File: config.mk
export PLATFORM = sky130hd
export DESIGN_NAME = bip_control_unit
export DESIGN_NICKNAME = d
export VERILOG_FILES = /design/src/rtl/bip_control_unit.sv
export SDC_FILE = /design/constraint.sdc
export NUM_CORES = 1
export LEC_CHECK = 0
export CAP_MARGIN = 20
export CELL_PAD_IN_SITES_DETAIL_PLACEMENT = 0
export CELL_PAD_IN_SITES_GLOBAL_PLACEMENT = 1
export CORE_ASPECT_RATIO = 1.25
export CORE_MARGIN = 1
export CORE_UTILIZATION = 31
export CTS_BUF_LIST = sky130_fd_sc_hd__clkbuf_16
export DETAILED_ROUTE_END_ITERATION = 8
export PLACE_DENSITY = 0.82
export RECOVER_POWER = 50
export SYNTH_ARGS = -nofsm -noshare
export SYNTH_HDL_FRONTEND = slang
export SYNTH_SLANG_ARGS = --single-unit
File: constraint.sdc
create_clock -name clk -period 3.04 [get_ports clk]
set_input_delay 0.608 -clock clk [delete_from_list [all_inputs] [get_ports clk]]
set_output_delay 0.608 -clock clk [all_outputs]
set_load 0.05 [all_outputs]
File: src/rtl/bip_control_unit.sv
// BIP accumulator-processor control unit: PC, opcode decode, branches, HALT,
// global stall and wait-stated data-RAM reads.
module bip_control_unit #(
  parameter int PC_WIDTH      = 11,
  parameter int OPCODE_WIDTH  = 5,
  parameter int OPERAND_WIDTH = 11,
  parameter int RAM_LATENCY   = 0
) (
  input  logic                                  clk,
  input  logic                                  rst,
  input  logic                                  en,
  input  logic [OPCODE_WIDTH+OPERAND_WIDTH-1:0] instruction,
  input  logic                                  acc_zero,
  output logic [PC_WIDTH-1:0]                   program_counter,
  output logic [1:0]                            SelA,
  output logic                                  SelB,
  output logic                                  WrAcc,
  output logic                                  Op,
  output logic                                  WrRam,
  output logic                                  RdRam,
  output logic                                  halted,
  output logic                                  busy
);

  localparam int IW = OPCODE_WIDTH + OPERAND_WIDTH;

  localparam logic [1:0] ST_RUN  = 2'd0;
  localparam logic [1:0] ST_WAIT = 2'd1;
  localparam logic [1:0] ST_HALT = 2'd2;

  localparam logic [3:0] LAT      = 4'(RAM_LATENCY);
  localparam logic       MULTI_OK = (RAM_LATENCY != 0);

  localparam logic [OPCODE_WIDTH-1:0] OP_HLT  = OPCODE_WIDTH'(0);
  localparam logic [OPCODE_WIDTH-1:0] OP_STO  = OPCODE_WIDTH'(1);
  localparam logic [OPCODE_WIDTH-1:0] OP_LD   = OPCODE_WIDTH'(2);
  localparam logic [OPCODE_WIDTH-1:0] OP_LDI  = OPCODE_WIDTH'(3);
  localparam logic [OPCODE_WIDTH-1:0] OP_ADD  = OPCODE_WIDTH'(4);
  localparam logic [OPCODE_WIDTH-1:0] OP_ADDI = OPCODE_WIDTH'(5);
  localparam logic [OPCODE_WIDTH-1:0] OP_SUB  = OPCODE_WIDTH'(6);
  localparam logic [OPCODE_WIDTH-1:0] OP_SUBI = OPCODE_WIDTH'(7);
  localparam logic [OPCODE_WIDTH-1:0] OP_BEQ  = OPCODE_WIDTH'(8);
  localparam logic [OPCODE_WIDTH-1:0] OP_BNE  = OPCODE_WIDTH'(9);
  localparam logic [OPCODE_WIDTH-1:0] OP_JMP  = OPCODE_WIDTH'(10);

  logic [1:0]               r_state;
  logic [3:0]               r_cnt;
  logic [PC_WIDTH-1:0]      r_pc;

  logic [OPCODE_WIDTH-1:0]  w_opcode;
  logic [OPERAND_WIDTH-1:0] w_operand;
  logic [PC_WIDTH-1:0]      w_target, w_pc_inc;
  logic [1:0]               w_sela;
  logic                     w_selb, w_wracc, w_op, w_wrram, w_rdram, w_hlt, w_taken;
  logic                     w_active, w_multi, w_last, w_acc_ok;

  assign w_opcode  = instruction[IW-1 -: OPCODE_WIDTH];
  assign w_operand = instruction[OPERAND_WIDTH-1:0];
  assign w_target  = PC_WIDTH'(w_operand);
  assign w_pc_inc  = r_pc + PC_WIDTH'(1);

  always_comb begin
    w_sela  = '0;
    w_selb  = 1'b0;
    w_wracc = 1'b0;
    w_op    = 1'b0;
    w_wrram = 1'b0;
    w_rdram = 1'b0;
    w_hlt   = 1'b0;
    w_taken = 1'b0;
    case (w_opcode)
      OP_HLT:  w_hlt = 1'b1;
      OP_STO:  w_wrram = 1'b1;
      OP_LD:   begin w_wracc = 1'b1; w_rdram = 1'b1; end
      OP_LDI:  begin w_sela = 2'b01; w_wracc = 1'b1; end
      OP_ADD:  begin w_sela = 2'b10; w_wracc = 1'b1; w_rdram = 1'b1; end
      OP_ADDI: begin w_sela = 2'b10; w_selb = 1'b1; w_wracc = 1'b1; end
      OP_SUB:  begin w_sela = 2'b10; w_op = 1'b1; w_wracc = 1'b1; w_rdram = 1'b1; end
      OP_SUBI: begin w_sela = 2'b10; w_selb = 1'b1; w_op = 1'b1; w_wracc = 1'b1; end
      OP_BEQ:  w_taken = acc_zero;
      OP_BNE:  w_taken = ~acc_zero;
      OP_JMP:  w_taken = 1'b1;
      default: ;
    endcase
  end

  // Reads are split across RUN+WAIT; the accumulator is written only on the
  // last enabled WAIT cycle when the data RAM has wait states.
  assign w_active = rst & ((r_state == ST_RUN) | (r_state == ST_WAIT));
  assign w_multi  = MULTI_OK & w_rdram;
  assign w_last   = (r_state == ST_WAIT) & (r_cnt == 4'd1);
  assign w_acc_ok = (r_state == ST_RUN) ? ~w_multi : w_last;

  assign SelA   = w_active ? w_sela : '0;
  assign SelB   = w_active & w_selb;
  assign Op     = w_active & w_op;
  assign RdRam  = w_active & w_rdram;
  assign WrAcc  = w_active & en & w_wracc & w_acc_ok;
  assign WrRam  = w_active & en & w_wrram & (r_state == ST_RUN);
  assign halted = rst & (r_state == ST_HALT);
  assign busy   = rst & (r_state == ST_WAIT);

  assign program_counter = r_pc;

  always_ff @(posedge clk) begin
    if (!rst) begin
      r_pc    <= '0;
      r_state <= ST_RUN;
      r_cnt   <= '0;
    end else if (en) begin
      case (r_state)
        ST_RUN: begin
          if (w_hlt) begin
            r_state <= ST_HALT;
          end else if (w_multi) begin
            r_cnt   <= LAT;
            r_state <= ST_WAIT;
          end else begin
            r_pc <= w_taken ? w_target : w_pc_inc;
          end
        end
        ST_WAIT: begin
          if (r_cnt == 4'd1) begin
            r_pc    <= w_pc_inc;
            r_cnt   <= '0;
            r_state <= ST_RUN;
          end else begin
            r_cnt <= r_cnt - 4'd1;
          end
        end
        ST_HALT: ;
        default: r_state <= ST_RUN;
      endcase
    end
  end

endmodule

==> impl_metrics.json, run 1 <==
{
  "critPathRequiredTime_ps": 3150,
  "syn_area_sq_um": 882,
  "gr-total-overflow": 0,
  "ant_nets": 0,
  "diodes": 0,
  "cts.sinks": 12,
  "coreArea_sq_mm": 0.00268,
  "fin_crit_ps": 2820,
  "layout-drive-gt1-share": 0.109,
  "synth_edf_count": 0,
  "synthTopCellsByArea": "dfxtp_1 (27%), mux2i_1 (11%), nand2_1 (6.4%), o22ai_1 (6.4%), a21oi_1 (5.7%)",
  "wl_um": 2490,
  "synth_cell_type_count": 35,
  "syn-num-nets": 130,
  "p_per_area_mw_per_mm2": 368,
  "slowest_stage": "nand4_1",
  "cts-root-buf": "clkbuf_16",
  "crit_fanout": 21,
  "grt_max_degree": 22,
  "syn2layout_area_growth_pct": 60.4,
  "stdcell_area_sq_mm": 0.00142,
  "hold_slack_ps": 494,
  "arrival_ps": 2930,
  "finalHoldViolations": 0,
  "cap_violations": 0,
  "worstSkewPairLatency_ps": 250,
  "wl_met3_um": 164,
  "power_w": 0.000521,
  "start_util": 0.329,
  "fmax_mhz": 354,
  "slew_violations": 0,
  "grt_pass1_vias": 906,
  "routedLengthMet1_um": 1020,
  "post_cts_buffers": 0,
  "cts_tree": "done",
  "path_cells": "dlygate4sd3_1 > or3_2 > nand4_1 > mux2i_1 > o22ai_1",
  "startpoint_type": "input pin",
  "portBuffers": 38,
  "die-area_sq_mm": 0.00306,
  "place_area_sq_mm": 0.00136,
  "grt_pass1_wl_um": 4000,
  "drt_iter0_markers": 19,
  "tns_ps": 0,
  "avgSynthCellArea_sq_um": 8.09,
  "end_kind": "flip-flop",
  "crit_type": "in -> reg",
  "slowest_delay_ps": 800,
  "vias": 1011,
  "ys_seq_area_frac": 0.272,
  "yosysTopAreaCellShare": 0.272,
  "synth-main-ff-cell": "dfxtp_1",
  "cts_resized": 0,
  "setup_viol": 0,
  "async_flop_share": 0,
  "leakage_nw": 0.583,
  "place_ws_ps": 196,
  "clock_path_buffers": 2,
  "clkSlewWorstSetupHoldPaths_ps": 50,
  "hp-class": "reg -> reg",
  "rsz0062_at_grt": "no",
  "ys_ff_latch": 12,
  "outcome": "finished, final reports clean",
  "met2WireLength_um": 1280,
  "track_usage": 0.173,
  "h-tree-depth": 1,
  "ir_drop_mv": 0.188,
  "highest_layer": "met4",
  "io_pins": 40,
  "dp_hpwl_um": 1840,
  "synth_area_leader_cell": "dfxtp_1",
  "syn-instance-count": 109,
  "ctsHoldBuffers": 0,
  "tightest_slew_ps": 1130,
  "dr.pass1.iters": 4,
  "fp.dieH_um": 61.6,
  "row_count": 21,
  "drt-wirelength-per-cell_um": 13.7,
  "cts_buffers": 3,
  "vias_per_cell": 5.59,
  "drc": 0,
  "synthTopCellsByCount": "nand2_1 (15), dfxtp_1 (12), a21oi_1 (10), mux2i_1 (10), o22ai_1 (9)",
  "clock_skew_ps": 7.30,
  "finalCritPeriodShare": 0.929,
  "antenna_found_initial": 0,
  "yosysMostFrequentCell": "nand2_1",
  "layout_setup_ws_ps": 216,
  "slew_headroom": 0.242,
  "yosysWarnings": 0,
  "gp_congestion": 0.768,
  "chipWidth_um": 49.7,
  "layout.nets": 169
}
==> layout by cell type, fill, tap and decap left out, types with 4 or more instances in the layout <==
cell type	n
mux2i_1	10
dfxtp_1	12
nor3b_1	4
dlygate4sd3_1	11
nand2_1	15
buf_12	8
nor2_1	5
o22ai_1	9
nand4_1	4
a21oi_1	10
nand3_1	4
clkdlybuf4s50_1	19
==> metal layers <==
layer / up-vias / track usage
met2: 32 / 0.320
li1: 494 / -
met1: 482 / 0.183
met3: 3 / 0.0469
met5: - / 0
met4: 0 / 0.0816
==> path summary, 6_finish.rpt <==
check / to / cells past startpoint / startpoint / slack, ps
worst min register to register: program_counter[10] / 2 / program_counter[10] / 490
worst min-delay path: program_counter[10] / 2 / program_counter[10] / 490
worst max-delay path: program_counter[2] / 5 / instruction[11] / 220
worst max register to register: program_counter[10] / 5 / program_counter[0] / 1500
==> stage by stage <==
stage | cells | util
after global routing | 181 | 0.528
after CTS | 181 | 0.535
after detailed placement | 177 | 0.506
final | 181 | 0.528
after global placement | 177 | 0.506
after floorplan | 109 | -
==> area by class of cell <==
type                    instances  area, sq um
fillers                       276         1260
multi-input cells              89          574
repair buffers                 39          468
flip-flops and latches         12          240
clock buffers                   3         75.1
well taps                      34         42.5
inverters                       3         11.3
clock inverters                 1         3.75
==> where the power goes <==
| group | leakage [nW] | switching [W] | internal [W] |
|---|---|---|---|
| Sequential | 0.0974 | 0.00000700 | 0.000163 |
| Combinational | 0.447 | 0.0000573 | 0.0000481 |
| Clock | 0.0385 | 0.0000721 | 0.000173 |
==> state kept, by name, indices dropped and copies added, names as in the netlist <==
signal,cells
program_counter,11
r_state,1
==> worst max-delay path: cells and delay by family <==
family,cells,cell delay [ps]
compound gates,1,120
buf+inv,1,610
mux,1,290
simple gates,2,1300
==> kinds of logic (layout without fill, tap and decap cells) <==
group           after synthesis  in the layout  synth area share
compound gates               27             27             0.191
fa+ha+maj                     1              1            0.0142
buf+inv                       8             46            0.0624
flops                        12             12             0.272
mux                          10             10             0.113
other cells                   1              1           0.00425
simple gates                 50             50             0.342
No activity file was read; power rests on OpenSTA's default activity.
==> inputs of run 2 (changes only) <==
--- a/config.mk
+++ b/config.mk
@@ -15,6 +15,7 @@
 export DETAILED_ROUTE_END_ITERATION = 8
 export PLACE_DENSITY = 0.82
 export RECOVER_POWER = 50
+export REMOVE_ABC_BUFFERS = 1
 export SYNTH_ARGS = -nofsm -noshare
 export SYNTH_HDL_FRONTEND = slang
 export SYNTH_SLANG_ARGS = --single-unit
==> run 2 against run 1 <==
Sequential share of layout area fell by 0.18 points. Critical endpoint is now SelA[0]. Final area rose by 1.1%. Cell count grew 0.55%. Clock power is 2% lower. Highest routed layer unchanged. Core utilization increased by 0.56 points. Register-to-register slack is essentially flat. Total power decreased by 0.40%. Sequential power is essentially flat. First-iteration DRC count is 37% lower. Die area stayed put.
==> impl_metrics.json, run 2 (same netlist as run 1, synthesis figures left out) <==
{
  "outcome": "finished, final reports clean",
  "gr-total-overflow": 0,
  "crit_type": "in -> out",
  "drc": 0,
  "coreArea_sq_mm": 0.00268,
  "syn2layout_area_growth_pct": 62.1,
  "dr.pass1.iters": 4,
  "setup_viol": 0,
  "crit_fanout": 6,
  "cts-root-buf": "clkbuf_16",
  "multi_input_area_sq_um": 582,
  "slew_headroom": 0.629,
  "cts_resized": 0,
  "gp_congestion": 0.792,
  "min_path_cells": 2,
  "start_util": 0.329,
  "layout-drive-gt1-share": 0.108,
  "chipWidth_um": 49.7,
  "largest_reg_flops": 11,
  "cts.sinks": 12,
  "leakage_nw": 0.582,
  "vias_per_cell": 5.32,
  "hp-class": "reg -> reg",
  "arrival_ps": 2210,
  "layout.nets": 170,
  "clock_path_buffers": 2,
  "h-tree-depth": 1,
  "area.sequential_sq_um": 240,
  "rsz0062_at_grt": "no",
  "fin_crit_ps": 2820,
  "track_usage": 0.181,
  "r2r_start": "r_state[1]",
  "slowest_delay_ps": 530,
  "slew_violations": 0,
  "ctsHoldBuffers": 0,
  "grt_pass1_vias": 952,
  "ir_drop_mv": 0.190,
  "cts_buffers": 3,
  "grt_pass1_wl_um": 4190,
  "r2r_slack_ps": 1500,
  "p_per_area_mw_per_mm2": 363,
  "post_cts_buffers": 0,
  "clkSlewWorstSetupHoldPaths_ps": 40,
  "hold_slack_ps": 498,
  "worstHoldEndpoint": "program_counter[10]",
  "diodes": 0,
  "portBuffers": 38,
  "fill_cells": 285,
  "critPathRequiredTime_ps": 2430,
  "wl_um": 2450,
  "final_cells": 182,
  "end_kind": "output pin",
  "r2r_cells": 3,
  "finalCritPeriodShare": 0.928,
  "dp_hpwl_um": 1890,
  "fmax_mhz": 355,
  "finalHoldViolations": 0,
  "die-area_sq_mm": 0.00306,
  "drt-wirelength-per-cell_um": 13.5,
  "final_cell_mix": "clkdlybuf4s50_1 (21), nand2_1 (15), dfxtp_1 (12)",
  "layout_commonest_cell": "clkdlybuf4s50_1",
  "antenna_found_initial": 0,
  "row_count": 21,
  "hold_path.startpoint": "program_counter[10]",
  "grt_max_degree": 22,
  "slowest_stage": "clkdlybuf4s50_1",
  "tightest_slew_ps": 553,
  "ant_nets": 0,
  "worstSkewPairLatency_ps": 240,
  "path_cells": "clkdlybuf4s50_1 > nor4b_2 > nand2_1 > nor3b_1 > buf_12",
  "cts_tree": "done",
  "fp.dieH_um": 61.6,
  "reg2reg_to": "program_counter[8]",
  "drt_iter0_markers": 12,
  "vias": 968,
  "clock_skew_ps": 4.65,
  "startpoint_type": "input pin",
  "io_pins": 40,
  "dp_cells": 178,
  "cap_violations": 0
}
==> run 2: area by class of cell <==
type,instances,area share
Timing Repair Buffer,40,0.332
Inverter,3,0.00787
Tap cell,34,0.0297
Clock inverter,1,0.00262
Sequential cell,12,0.168
Multi-Input combinational cell,89,0.407
Clock buffer,3,0.0525
==> run 2: layer usage <==
layer  up-vias  track usage  part of all wire
li1        490            -                 -
met1       431        0.196              0.41
met2        42        0.330              0.49
met3         5       0.0494             0.076
met4         0       0.0898             0.019
met5         -            0                 0
==> run 2: worst max-delay path by stage <==
stage / startpoint / endpoint / slack (ps) / depth (start not counted)
global placement: rst / SelA[0] / 260 / 5
detailed placement: rst / SelA[0] / 210 / 5
CTS: rst / SelA[0] / 210 / 5
global route: instruction[14] / WrRam / 90 / 6
floorplan: instruction[15] / WrRam / -100 / 3
finish: rst / SelA[0] / 220 / 5
==> run 2: where the power goes <==
group	leakage [nW]	switching (W)	internal (W)
combinational	0.446	0.0000582	0.0000487
clock	0.0385	0.0000689	0.000173
sequential	0.0974	0.00000684	0.000163
==> run 2: through the flow <==
step	setup WS, ps	TNS [ps]	util	total power (W)	instance area (sq um)
after floorplan	-102	-102	-	0.000225	838
after global placement	264	0	0.506	0.000280	1360
after detailed placement	214	0	0.506	0.000282	1360
after CTS	214	0	0.535	0.000527	1440
after global routing	94.3	0	0.534	0.000537	1430
final	219	0	0.534	0.000519	1430
==> run 2: worst max-delay path: cells and delay by family <==
kind	cells	cell delay [ps]
and+or+nand+nor	3	880
buffers and inverters	2	720
==> inputs of run 3 (changes only) <==
--- a/config.mk
+++ b/config.mk
@@ -13,6 +13,7 @@
 export CORE_UTILIZATION = 31
 export CTS_BUF_LIST = sky130_fd_sc_hd__clkbuf_16
 export DETAILED_ROUTE_END_ITERATION = 8
+export GPL_ROUTABILITY_DRIVEN = 1
 export PLACE_DENSITY = 0.82
 export RECOVER_POWER = 50
 export REMOVE_ABC_BUFFERS = 1
==> results of run 3 <==
No change in the layout: final DEF, timing and power equal those of run 2.
